## config.mk

```make
export PLATFORM = sky130hd
export DESIGN_NAME = i2s_tx_serializer
export DESIGN_NICKNAME = d
export VERILOG_FILES = /design/src/rtl/i2s_pkg.sv /design/src/rtl/i2s_clkgen.sv /design/src/rtl/i2s_tx_serializer.sv
export SDC_FILE = /design/constraint.sdc
export NUM_CORES = 1
export LEC_CHECK = 0
export CAP_MARGIN = 40
export CORE_UTILIZATION = 57
export CTS_BUF_LIST = sky130_fd_sc_hd__clkbuf_4 sky130_fd_sc_hd__clkbuf_8 sky130_fd_sc_hd__clkbuf_16
export DETAILED_ROUTE_END_ITERATION = 6
export PLACE_DENSITY = 0.79
export SYNTH_ARGS = -nofsm -noshare
export SYNTH_HDL_FRONTEND = slang
export SYNTH_SLANG_ARGS = --single-unit
```

## constraint.sdc

```tcl
create_clock -name clk -period 3.7 [get_ports clk]
set_clock_uncertainty 0.1 [all_clocks]
set_input_delay 0.925 -clock clk [delete_from_list [all_inputs] [get_ports clk]]
set_output_delay 0.925 -clock clk [all_outputs]
set_load 0.05 [all_outputs]
```

## src/rtl/i2s_pkg.sv

```systemverilog
// Shared defaults and frame-position constants for the I2S transmit path.
package i2s_pkg;

  localparam int DATA_W_DEF   = 24;
  localparam int SLOT_W_DEF   = 32;
  localparam int BCLK_DIV_DEF = 4;

  localparam int FRAME_CLKS    = 2 * SLOT_W_DEF * BCLK_DIV_DEF;
  localparam int MSB_POS       = 1;
  localparam int LAST_DATA_POS = DATA_W_DEF;

  function automatic int frame_clks(input int slot_w, input int bclk_div);
    return 2 * slot_w * bclk_div;
  endfunction

endpackage

```

## src/rtl/i2s_clkgen.sv

```systemverilog
// Bit-clock and word-select generator: div/bit counters, registered bclk/lr_clk,
// falling-edge and frame-load strobes that mark the edge about to happen.
module i2s_clkgen import i2s_pkg::*; #(
  parameter  int SLOT_W   = SLOT_W_DEF,
  parameter  int BCLK_DIV = BCLK_DIV_DEF,
  localparam int DIV_W    = (BCLK_DIV > 1) ? $clog2(BCLK_DIV) : 1,
  localparam int BIT_W    = $clog2(2 * SLOT_W)
) (
  input  logic             clk,
  input  logic             rst,
  output logic             bclk,
  output logic             lr_clk,
  output logic             bclk_fall,
  output logic             frame_load,
  output logic [BIT_W-1:0] bit_idx
);

  localparam logic [DIV_W-1:0] DIV_LAST    = DIV_W'(BCLK_DIV - 1);
  localparam logic [DIV_W-1:0] DIV_HALF    = DIV_W'(BCLK_DIV / 2);
  localparam logic [BIT_W-1:0] BIT_LAST    = BIT_W'(2 * SLOT_W - 1);
  localparam logic [BIT_W-1:0] RIGHT_FIRST = BIT_W'(SLOT_W);

  logic [DIV_W-1:0] div_q, div_d;
  logic [BIT_W-1:0] bit_q, bit_d;

  assign bclk_fall  = (div_q == DIV_LAST);
  assign frame_load = bclk_fall && (bit_q == BIT_LAST);
  assign bit_idx    = bit_q;

  always_comb begin
    div_d = bclk_fall ? '0 : div_q + 1'b1;
    bit_d = bit_q;
    if (bclk_fall) bit_d = (bit_q == BIT_LAST) ? '0 : bit_q + 1'b1;
  end

  // bclk/lr_clk are computed from the next counter values so they stay registered
  // yet always equal the decode of the current counters.
  always_ff @(posedge clk or posedge rst) begin
    if (rst) begin
      div_q  <= '0;
      bit_q  <= '0;
      bclk   <= 1'b0;
      lr_clk <= 1'b0;
    end else begin
      div_q  <= div_d;
      bit_q  <= bit_d;
      bclk   <= (div_d >= DIV_HALF);
      lr_clk <= (bit_d >= RIGHT_FIRST);
    end
  end

endmodule

```

## src/rtl/i2s_tx_serializer.sv

```systemverilog
// I2S master transmitter: one-sample holding buffer, frame register and MSB-first shifter.
// Build option I2S_TX_HOLD_EN: on underrun retransmit the previous sample instead of zeros.
module i2s_tx_serializer import i2s_pkg::*; #(
  parameter int DATA_W   = DATA_W_DEF,
  parameter int SLOT_W   = SLOT_W_DEF,
  parameter int BCLK_DIV = BCLK_DIV_DEF
) (
  input  logic              clk,
  input  logic              rst,
  input  logic [DATA_W-1:0] in_data,
  input  logic              in_valid,
  output logic              in_ready,
  output logic              bclk,
  output logic              lr_clk,
  output logic              sdata,
  output logic              underrun
);

  localparam int BIT_W = $clog2(2 * SLOT_W);
  localparam logic [BIT_W-1:0] LEFT_LAST = BIT_W'(SLOT_W - 1);

  logic              bclk_fall, frame_load;
  logic [BIT_W-1:0]  bit_idx;
  logic              accept, buf_full, no_sample;
  logic [DATA_W-1:0] buf_q, frame_q, frame_d, shift_q;

  i2s_clkgen #(.SLOT_W(SLOT_W), .BCLK_DIV(BCLK_DIV)) u_clkgen (
    .clk        (clk),
    .rst        (rst),
    .bclk       (bclk),
    .lr_clk     (lr_clk),
    .bclk_fall  (bclk_fall),
    .frame_load (frame_load),
    .bit_idx    (bit_idx)
  );

  // in_ready doubles as the buffer-empty flag.
  assign buf_full  = !in_ready;
  assign accept    = in_valid && in_ready;
  assign no_sample = frame_load && !accept && !buf_full;

  always_comb begin
    frame_d = frame_q;
    if (frame_load) begin
      if (accept)        frame_d = in_data;
      else if (buf_full) frame_d = buf_q;
      else begin
`ifdef I2S_TX_HOLD_EN
        frame_d = frame_q;
`else
        frame_d = '0;
`endif
      end
    end
  end

  always_ff @(posedge clk or posedge rst) begin
    if (rst) begin
      in_ready <= 1'b1;
      buf_q    <= '0;
      frame_q  <= '0;
      underrun <= 1'b0;
    end else begin
      frame_q  <= frame_d;
      underrun <= no_sample;
      if (frame_load && buf_full) begin
        in_ready <= 1'b1;
      end else if (accept && !frame_load) begin
        buf_q    <= in_data;
        in_ready <= 1'b0;
      end
    end
  end

  // Slot position 0 is always 0; the shifter is reloaded there and zeros shift in
  // behind the data, so positions past DATA_W fall out as 0 without a compare.
  always_ff @(posedge clk or posedge rst) begin
    if (rst) begin
      shift_q <= '0;
      sdata   <= 1'b0;
    end else if (bclk_fall) begin
      if (frame_load) begin
        shift_q <= frame_d;
        sdata   <= 1'b0;
      end else if (bit_idx == LEFT_LAST) begin
        shift_q <= frame_q;
        sdata   <= 1'b0;
      end else begin
        sdata   <= shift_q[DATA_W-1];
        shift_q <= shift_q << 1;
      end
    end
  end

endmodule

```

; ---- After elaboration in Yosys (flattened, before gate mapping)
; Cells that the tools add are included.
[classes]
addsub = 2
magnitude_cmp = 2
n_eq_ne = 3
n_mux = 12
bitwise_logic = 1
n_reduce_logical = 11
[op_table]
columns = cell, count
row1 = $mux W24, 5
row2 = $mux W6, 2
row3 = $add A6 B1 Y6 const B, 1
row4 = $eq A6 B5 Y1 const B, 1
row5 = $eq A6 B6 Y1 const B, 1
row6 = $ge A6 B6 Y1 const B, 1
row7 = $logic_and A1 B1 Y1, 6
row8 = $mux W1, 4
row9 = $logic_not A1 Y1, 3
row10 = $add A2 B1 Y2 const B, 1
row11 = $eq A2 B2 Y1 const B, 1
row12 = $ge A2 B2 Y1 const B, 1
row13 = $mux W2, 1
row14 = $reduce_and A2 Y1, 1
row15 = $reduce_bool A2 Y1, 1
row16 = $not A1 Y1, 1
[totals]
reg_bits = 85
in_bits = 27
output_inout_bits = 5
elab_cells = 41

; ---- Longest topological paths before layout
; Gate-level depths: netlist of run 1.
[depth]
word_depth = 6
mapped_depth = 7

; ---- By module
; Synthesis of run 1 repeated with hierarchy kept, for this count alone.
[unflattened]
cells_unflattened = 394
area_unflattened_um2 = 4061.4
[modules_own_cells]
columns = module, n_inst, cells_each, area_each_um2, seq_area_each_um2
row1 = i2s_tx_serializer, 1, 360, 3681.0, 1878.1
row2 = i2s_clkgen, 1, 34, 380.4, 200.2

; ---- Worst setup path after synthesis of run 1
; OpenSTA, ideal clock, no wires.
[synth_timing]
path_kind = in2reg
from = input port in_valid
to = register buf_q[0]
arrival_time_ps = 1784
required_time_ps = 3475
slack_ps = 1691
cell_stages = 4
cell_sequence = clkbuf_1 > nand3_2 > buf_4 > mux2_2
[synth_between]
elab_chain_cells = 3
[synth_lines]
columns = element, line_no
row1 = start: declaration, i2s_tx_serializer.sv:11  ; input logic in_valid,
row2 = $logic_and A1 B1 Y1, i2s_tx_serializer.sv:39  ; assign accept = in_valid && in_ready;
row3 = $logic_and A1 B1 Y1, i2s_tx_serializer.sv:68  ; end else if (accept && !frame_load) begin
row4 = $reduce_and A2 Y1 (no source line), -
row5 = end signal: assignment, i2s_tx_serializer.sv:69  ; buf_q <= in_data;
row6 = end: declaration, i2s_tx_serializer.sv:25  ; logic [DATA_W-1:0] buf_q, frame_q, frame_d, shift_q;
; No other way between the ends.
; A chain may end at the register's enable or synchronous reset.

; ---- Worst setup path after layout of run 1
[layout_timing]
from = register in_ready
to = output port in_ready
[layout_lines]
columns = element, line_no
row1 = start: declaration, i2s_tx_serializer.sv:12  ; output logic in_ready,
row2 = start signal: assignment, i2s_tx_serializer.sv:59  ; in_ready <= 1'b1;
row3 = start signal: assignment, i2s_tx_serializer.sv:67  ; in_ready <= 1'b1;
row4 = start signal: assignment, i2s_tx_serializer.sv:70  ; in_ready <= 1'b0;
; No word-level cell between the ends.

==> results.txt, run 1 <==
The run finished with clean final reports. In the final routed layout, each cell accounts on average for 17.4 um. STA classifies the critical path endpoint as an output pin. The logs give 385 uW for the switching power and 370 MHz for the maximum achievable frequency. Routability-driven placement finished with a final weighted congestion of 0.743. The routed design has 7600 um of wire. Setup TNS: 0 ps. Fraction of final layout cells with drive strength greater than 1: 0.153.

At the worst endpoint, the required time is 2670 ps. The logs give 0 for the number of antenna violations at the first check in global routing and 0.071 for the part of the total power dissipated in combinational logic. The classification of the worst setup path was flip-flop to output pin. The share of the synthesized area in the top cell type was 0.548; the aggregate global routing overflow was 0. Setup repair after global routing left no endpoint under its margin.

The die is 83.0 um tall. Once the clock tree was built, the setup fixing pass inserted 0 buffers. Setup violations remaining at the end of the flow were counted as 0. In this run, synthesis inferred 0 flip-flops with an integrated enable. Max-cap violations in this run came to 0. The synthesized netlist cell count was 329; the number of placed I/O pins was 32.

The first global-routing pass estimated 13000 um of wire. Summed over all nets, the half-perimeter wirelength after detailed placement is 4780 um. Clock tree synthesis inserted a total of 9 buffers. For this run, the number of Yosys warnings is 0. The min-delay analysis places its worst path in the category flip-flop to flip-flop. For this design the static power due to leakage is 0.00203 uW.

The area of all sequential standard cells came out at 2080 um^2. Fraction of power consumed by the clock network: 0.378. For the first-pass iteration count of the detailed router, the log shows 4.

Most area-hungry cell type in the Yosys netlist: sky130_fd_sc_hd__dfrtp_1. The share of the clock period used by the worst path works out to 0.730. The area of the multi-input gates came out at 1520 um^2. Using the TritonRoute via totals, the vias-per-cell ratio works out to 5.98. The count of final hold-check violations was 0; the worst slew margin relative to its limit was 0.513.

After clock tree synthesis, the clock-pin slew on the worst setup and hold paths is 80 ps. Gates resized during post-CTS repair numbered 0. The die is 83.0 um wide. The highest net fanout along the worst path was 2. Ranked by total cell area, the synthesized netlist is headed by sky130_fd_sc_hd__dfrtp_1 (55%), sky130_fd_sc_hd__mux2_2 (7.2%), sky130_fd_sc_hd__mux2i_1 (6.4%). The switching power share of the total is 0.223. The number of design rule violations left after detail routing is 0, and the initial core utilization is 0.590.

Global-route usage over all layers: 0.239. Once detail routing completed, the nets flagged for antenna violations numbered 0. Each instance of the synthesized netlist takes up on average 11.4 um^2.

In this design, the largest share of critical-path delay is due to buffers and inverters. The part of the Yosys area used for sequential elements is 0.555. The tools report the part of the power in registers as 0.550. The signal on the critical path passes through clkdlybuf4s50_1.

Internal power comes to 1340 uW. The net count of the mapped netlist was 358; the count of H-tree levels built during CTS was 3. In this run the clock root is driven by a sky130_fd_sc_hd__clkbuf_8.

The clock passes through at most 2 buffers. The kind of start point of the critical path is a flip-flop. The run gives 51 as the pin count of the biggest net entering global routing.

The largest stage delay on the critical path was 790 ps; the data arrival time of the critical path was 1680 ps. The via count of the first global-routing pass came out at 2650. The final layout contains 384 nets.

The synthesized design contains 83 register bits. The fraction of registers with async set/reset is 1.00, and the total placed instance area is 4090 um^2. The number of pins exceeding their max-slew limit in the final report was 0. For the total number of vias, the log shows 2614. The floorplan has 29 rows. The clock net in this run drives a total of 83 sinks. The library cell used most frequently in the layout, excluding fill and tap cells, is sky130_fd_sc_hd__dfrtp_1. Area enclosed by the die boundary: 6900 um^2.

The power per cell area came out at 403 nW/um^2. The most used flip-flop cell after synthesis is sky130_fd_sc_hd__dfrtp_1. For the count of fill cells added during filler insertion, the log shows 469. Counting distinct cell types in the post-synthesis netlist gives 34. Count of buffer and inverter cells on the critical path: 1. The region available for standard cell placement spans 6350 um^2. The number of antenna diodes in the final layout is 0. The count of hold buffers inserted by post-cts repair is 0, and the share of the core filled with cells is 0.674. In this run the cell area of the synthesized design comes to 3740 um^2.

The standard cell with the maximum stage delay on the critical path is sky130_fd_sc_hd__clkdlybuf4s50_1. Leaving out fill and tap cells, the most frequent cells in the layout are sky130_fd_sc_hd__dfrtp_1 (82), sky130_fd_sc_hd__nor2_1 (40), sky130_fd_sc_hd__clkdlybuf4s50_1 (31), sky130_fd_sc_hd__nand2_1 (28). At the pin with the least slew margin, the transition time is 730 ps. IR analysis of the VDD net gives a maximum drop of 0.000256 V. Count of input and output buffers: 31. The routed design could run at a clock period as short as 2700 ps.

The finished cells cover 4280 um^2. The violation count after the first detailed-routing iteration was 137. TritonCTS built the clock tree.

Compared with the post-synthesis result, the final layout area differs by 14.4%. At the later pin of the worst-skew pair, clock insertion delay measures 350 ps.
cell usage after synthesis, drive strengths merged, types with 8 or more instances:
master / count
o21ai: 13
nor2: 40
clkbuf: 8
buf: 16
o221ai: 12
a211oi: 12
a311oi: 12
dfrtp: 82
nand2: 28
mux2i: 24
mux2: 24
a31oi: 12
nor2b: 24
final timing paths:
check                                             from                          end  slack [ps]  depth (start not counted)
setup / recovery                  in_ready$_DFFE_PP1P_                     in_ready        1000                          1
hold / removal             u_clkgen.div_q[0]$_DFF_PP0_  u_clkgen.div_q[0]$_DFF_PP0_         330                          1
setup reg to reg           u_clkgen.div_q[0]$_DFF_PP0_        buf_q[12]$_DFFE_PP0P_        1240                          4
hold reg to reg            u_clkgen.div_q[0]$_DFF_PP0_  u_clkgen.div_q[0]$_DFF_PP0_         330                          1
max in group asynchronous                          rst        buf_q[11]$_DFFE_PP0P_        1950                          3
min in group asynchronous                          rst        buf_q[20]$_DFFE_PP0P_         890                          2
state kept, by name, summed over array words and instances, names as in the netlist, named ones only:
register	flops
buf_q	24
frame_q	24
shift_q	24
in_ready	1
sdata	1
u_clkgen.bclk	1
u_clkgen.div_q	1
underrun	1
power by group through the flow:
stage          combinational, uW  sequential [uW]  clock [uW]
2_1_floorplan               73.7              963           0
3_3_place_gp                 120              965           0
3_5_place_dp                 124              967           0
4_1_cts                      124              949         666
5_1_grt                      137              952         698
6_report                     123              949         653
per-stage QoR:
step	hold slack, ps	std cells	worst slack, ps	power, uW
2_1_floorplan	301	329	540	1040
3_3_place_gp	312	421	744	1090
3_5_place_dp	319	421	702	1090
4_1_cts	332	437	985	1740
5_1_grt	350	437	918	1790
6_report	330	437	999	1720
layout make-up:
cell class                 instances  area share
clock buffer                      11      0.0339
multi-input combinational        219       0.354
sequential                        83       0.485
clock inverter                     5      0.0123
tap                               77      0.0225
inverter                           3     0.00292
timing repair buffer              39      0.0894
logic make-up after synthesis:
family,synth area share
muxes,0.136
buffers and inverters,0.0401
DFF,0.555
AOI/OAI and AO/OA,0.128
and+or+nand+nor,0.127
adders and majority gates,0.00668
xor gates and xnor gates,0.00702
routing by layer:
| layer | up-vias | GRT usage | part of all wire |
|---|---|---|---|
| li1 | 1232 | - | - |
| met3 | 14 | 0.0537 | 0.047 |
| met4 | 0 | 0.108 | 0.018 |
| met5 | - | 0 | 0 |
| met1 | 1285 | 0.326 | 0.46 |
| met2 | 83 | 0.368 | 0.48 |
(Power assumes the default switching activity.)
==> run 2, diff against run 1 <==
--- a/config.mk
+++ b/config.mk
@@ -6,10 +6,10 @@
 export NUM_CORES = 1
 export LEC_CHECK = 0
 export CAP_MARGIN = 40
-export CORE_UTILIZATION = 57
+export CORE_UTILIZATION = 52
 export CTS_BUF_LIST = sky130_fd_sc_hd__clkbuf_4 sky130_fd_sc_hd__clkbuf_8 sky130_fd_sc_hd__clkbuf_16
 export DETAILED_ROUTE_END_ITERATION = 6
-export PLACE_DENSITY = 0.79
+export PLACE_DENSITY = 0.76
 export SYNTH_ARGS = -nofsm -noshare
 export SYNTH_HDL_FRONTEND = slang
 export SYNTH_SLANG_ARGS = --single-unit
==> constraint.sdc (replaced) <==
create_clock -name clk -period 2.2 [get_ports clk]
set_clock_uncertainty 0.1 [all_clocks]
set_input_delay 0.55 -clock clk [delete_from_list [all_inputs] [get_ports clk]]
set_output_delay 0.55 -clock clk [all_outputs]
set_load 0.05 [all_outputs]
==> run 2 against run 1 <==
Power up 77%. Design area up 3.7%. Global-route usage down 0.84 points. Utilization down 2.8 points. First-iteration DRC count up 16%. Worst setup slack worse by 940 ps. Routed wire length up 2.3%.
==> results.txt, run 2 (same netlist as run 1, synthesis figures left out) <==
The tools report the maximum clock path buffer count as 2 (unchanged). Largest stage delay on the critical path: 810 ps (+20 ps). The standard-cell row count is 30 (+3.4%). The worst slew margin relative to its limit came out at 0.649 (+0.136).

The run gives 0 (unchanged) as the number of antenna-violating nets in the routed design. The fraction of final layout cells with drive strength greater than 1 came out at 0.174 (+0.0216). The violation count after the first detailed-routing iteration is 159 (+16%), and the worst hold slack is 343 ps (+13.3 ps). The share of the clock period used by the worst path works out to 0.971.

The tools report the capturing element type of the critical path as an output pin. The global-route usage over all layers came out at 0.231 (-0.00835). The global-route wire length before repair was 13100 um (+1.1%). The area enclosed by the die boundary came out at 7540 um^2 (+9.4%).

The total number of vias is 2672 (+2.2%). The tree is rooted in a sky130_fd_sc_hd__clkbuf_8. The tools report the weighted congestion at the end of routability-driven global placement as 0.774 (+4.1%). The area inside the core boundary came out at 6870 um^2 (+8.2%). The run finished with clean final reports. The signal on the critical path passes through clkdlybuf4s50_1. The total number of nets in the final design was 391 (+1.8%). The run gives 468 MHz as the maximum achievable frequency. The overall die height is 86.9 um (+4.6%).

Number of pins exceeding their max-slew limit in the final report: 0 (unchanged). Power per cell area: 687 nW/um^2 (+71%). The tools report the worst IR drop on VDD as 0.000496 V (+93%). The number of design rule violations left after detail routing is 0 (unchanged).

Via count of the first global-routing pass: 2617 (-1.2%). In the layout the commonest cells are sky130_fd_sc_hd__dfrtp_1 (82), sky130_fd_sc_hd__nor2_1 (40), sky130_fd_sc_hd__nand2_1 (28), sky130_fd_sc_hd__clkdlybuf4s50_1 (27). The count of H-tree levels built during CTS was 3 (unchanged); the number of failing setup endpoints in the final timing report was 0 (unchanged).

The required time of the critical path is 1550 ps (-1120 ps). The first-pass iteration count of the detailed router came out at 4 (unchanged). The run gives 350 ps (about the same) as the insertion delay to the later sink of the worst-skew pair. The tightest min-delay check is of the flip-flop to flip-flop type. The logs give 83 (unchanged) for the sink count of the clock tree and 0 (unchanged) for the aggregate global routing overflow. Count of hold buffers inserted by post-cts repair: 0 (unchanged). The setup path with the least slack is of type flip-flop to output pin.

The number of vias per cell is 5.77 (-3.5%), and the static leakage is 0.00211 uW (+4.1%). Initial core utilization: 0.545 (-0.0446). The TritonCTS buffer count came out at 9 (unchanged). The count of buffer and inverter cells on the critical path was 1 (unchanged); the half-perimeter wire length after detailed placement was 4950 um (+3.6%). Pin count of the biggest net entering global routing: 84 (+65%). The transition time of the tightest slew-check pin was 525 ps (-204 ps); the clock transition time at the flip-flop clock pins of the worst setup and hold paths was 80 ps (about the same). Most common cell after layout, fill and taps aside: sky130_fd_sc_hd__dfrtp_1. The setup TNS was 0 ps (unchanged).

The max capacitance violation total is 0 (unchanged). The standard cell with the maximum stage delay on the critical path is sky130_fd_sc_hd__clkdlybuf4s50_1. The run gives 0 (unchanged) as the count of final hold-check violations.

The die outline width is 86.9 um (+4.6%). The largest registers in the layout are buf_q: 24 flops, frame_q: 24 flops, shift_q: 24 flops. For the power consumption, the log shows 3050 uW (+77%). Broken down by cell family, the worst path's largest delay share belongs to buffers and inverters.

Compared with the post-synthesis result, the final layout area differs by 18.6%. The kind of start point of the critical path is a flip-flop. The number of antenna violations at the first check in global routing is 0 (unchanged), and the post-CTS setup repair buffer count is 0 (unchanged). The worst setup slack for register-to-register paths was 140 ps (-1100 ps). TritonCTS built the clock tree.

The highest net fanout along the worst path works out to 1 (-1). Setup repair after global routing left no endpoint under its margin. For the data arrival time of the critical path, the log shows 1490 ps (-190 ps).

Number of gates given a new drive strength after cts: 0 (unchanged). The run gives 32 (unchanged) as the number of placed I/O pins. The wire length per cell is 16.8 um (-3.4%), and the number of antenna cells inserted is 0 (unchanged).

The tools report the total length of routed wires as 7770 um (+2.3%). Time the final worst path needs with I/O delays and setup: 2140 ps. The count of input and output buffers was 31 (unchanged).
## run 2: cell types whose count changed in the layout (fill, tap and decap cells not counted)
cell,previous run,this run
sky130_fd_sc_hd__dlymetal6s2s_1,0,2
sky130_fd_sc_hd__buf_4,7,12
sky130_fd_sc_hd__clkdlybuf4s50_1,31,27
sky130_fd_sc_hd__clkbuf_4,1,0
sky130_fd_sc_hd__bufinv_16,1,2
sky130_fd_sc_hd__clkinv_2,4,3
sky130_fd_sc_hd__buf_12,1,5
sky130_fd_sc_hd__clkbuf_8,10,11
## run 2: metrics by stage
stage	setup slack (ps)	utilization	cells	cell area, um^2
2_1_floorplan	215	-	329	3750
3_3_place_gp	163	0.613	447	4210
3_5_place_dp	154	0.613	447	4210
4_1_cts	14.2	0.646	463	4440
5_1_grt	20.7	0.646	463	4440
6_report	64.4	0.646	463	4440
## run 2: power by group
group / leakage, uW / switching (uW) / internal (uW) / total (uW)
registers: 0.00100 / 21.7 / 1580 / 1600
clock network: 0.000119 / 546 / 696 / 1240
logic: 0.000984 / 94.5 / 117 / 212
total: 0.00211 / 662 / 2390 / 3050
## run 2: worst paths after layout
| path | start | to | cells after the start |
|---|---|---|---|
| max | underrun$_DFF_PP0_ | underrun | 1 |
| max reg2reg | flip-flop | shift_q[15]$_DFFE_PP0N_ | 5 |
| min in group asynchronous | rst | buf_q[22]$_DFFE_PP0P_ | 3 |
| min reg2reg | u_clkgen.div_q[0]$_DFF_PP0_ | u_clkgen.div_q[0]$_DFF_PP0_ | 1 |
| min | u_clkgen.div_q[0]$_DFF_PP0_ | u_clkgen.div_q[0]$_DFF_PP0_ | 1 |
| max in group asynchronous | rst | frame_q[9]$_DFF_PP0_ | 3 |
## run 2: per-layer routing
layer	up-vias	global-route usage	wire, um	share of wire
met1	1347	0.326	3670	0.47
met4	0	0.0606	105	0.014
met3	10	0.0550	339	0.044
li1	1248	-	-	-
met2	67	0.361	3660	0.47
met5	-	0	0	0
## run 2: final cells by class
cell class / count / area (um^2)
fillers: 519 / 2430
flip-flops and latches: 83 / 2080
multi-input cells: 219 / 1520
repair buffers: 46 / 485
clock buffers: 11 / 151
well taps: 96 / 120
clock inverters: 5 / 75.1
inverters: 3 / 15.0
==> run 3, diff against run 2 <==
--- a/config.mk
+++ b/config.mk
@@ -10,6 +10,7 @@
 export CTS_BUF_LIST = sky130_fd_sc_hd__clkbuf_4 sky130_fd_sc_hd__clkbuf_8 sky130_fd_sc_hd__clkbuf_16
 export DETAILED_ROUTE_END_ITERATION = 6
 export PLACE_DENSITY = 0.76
+export SLEW_MARGIN = 5
 export SYNTH_ARGS = -nofsm -noshare
 export SYNTH_HDL_FRONTEND = slang
 export SYNTH_SLANG_ARGS = --single-unit
==> results of run 3 <==
No change in the layout: final DEF, timing and power equal those of run 2.
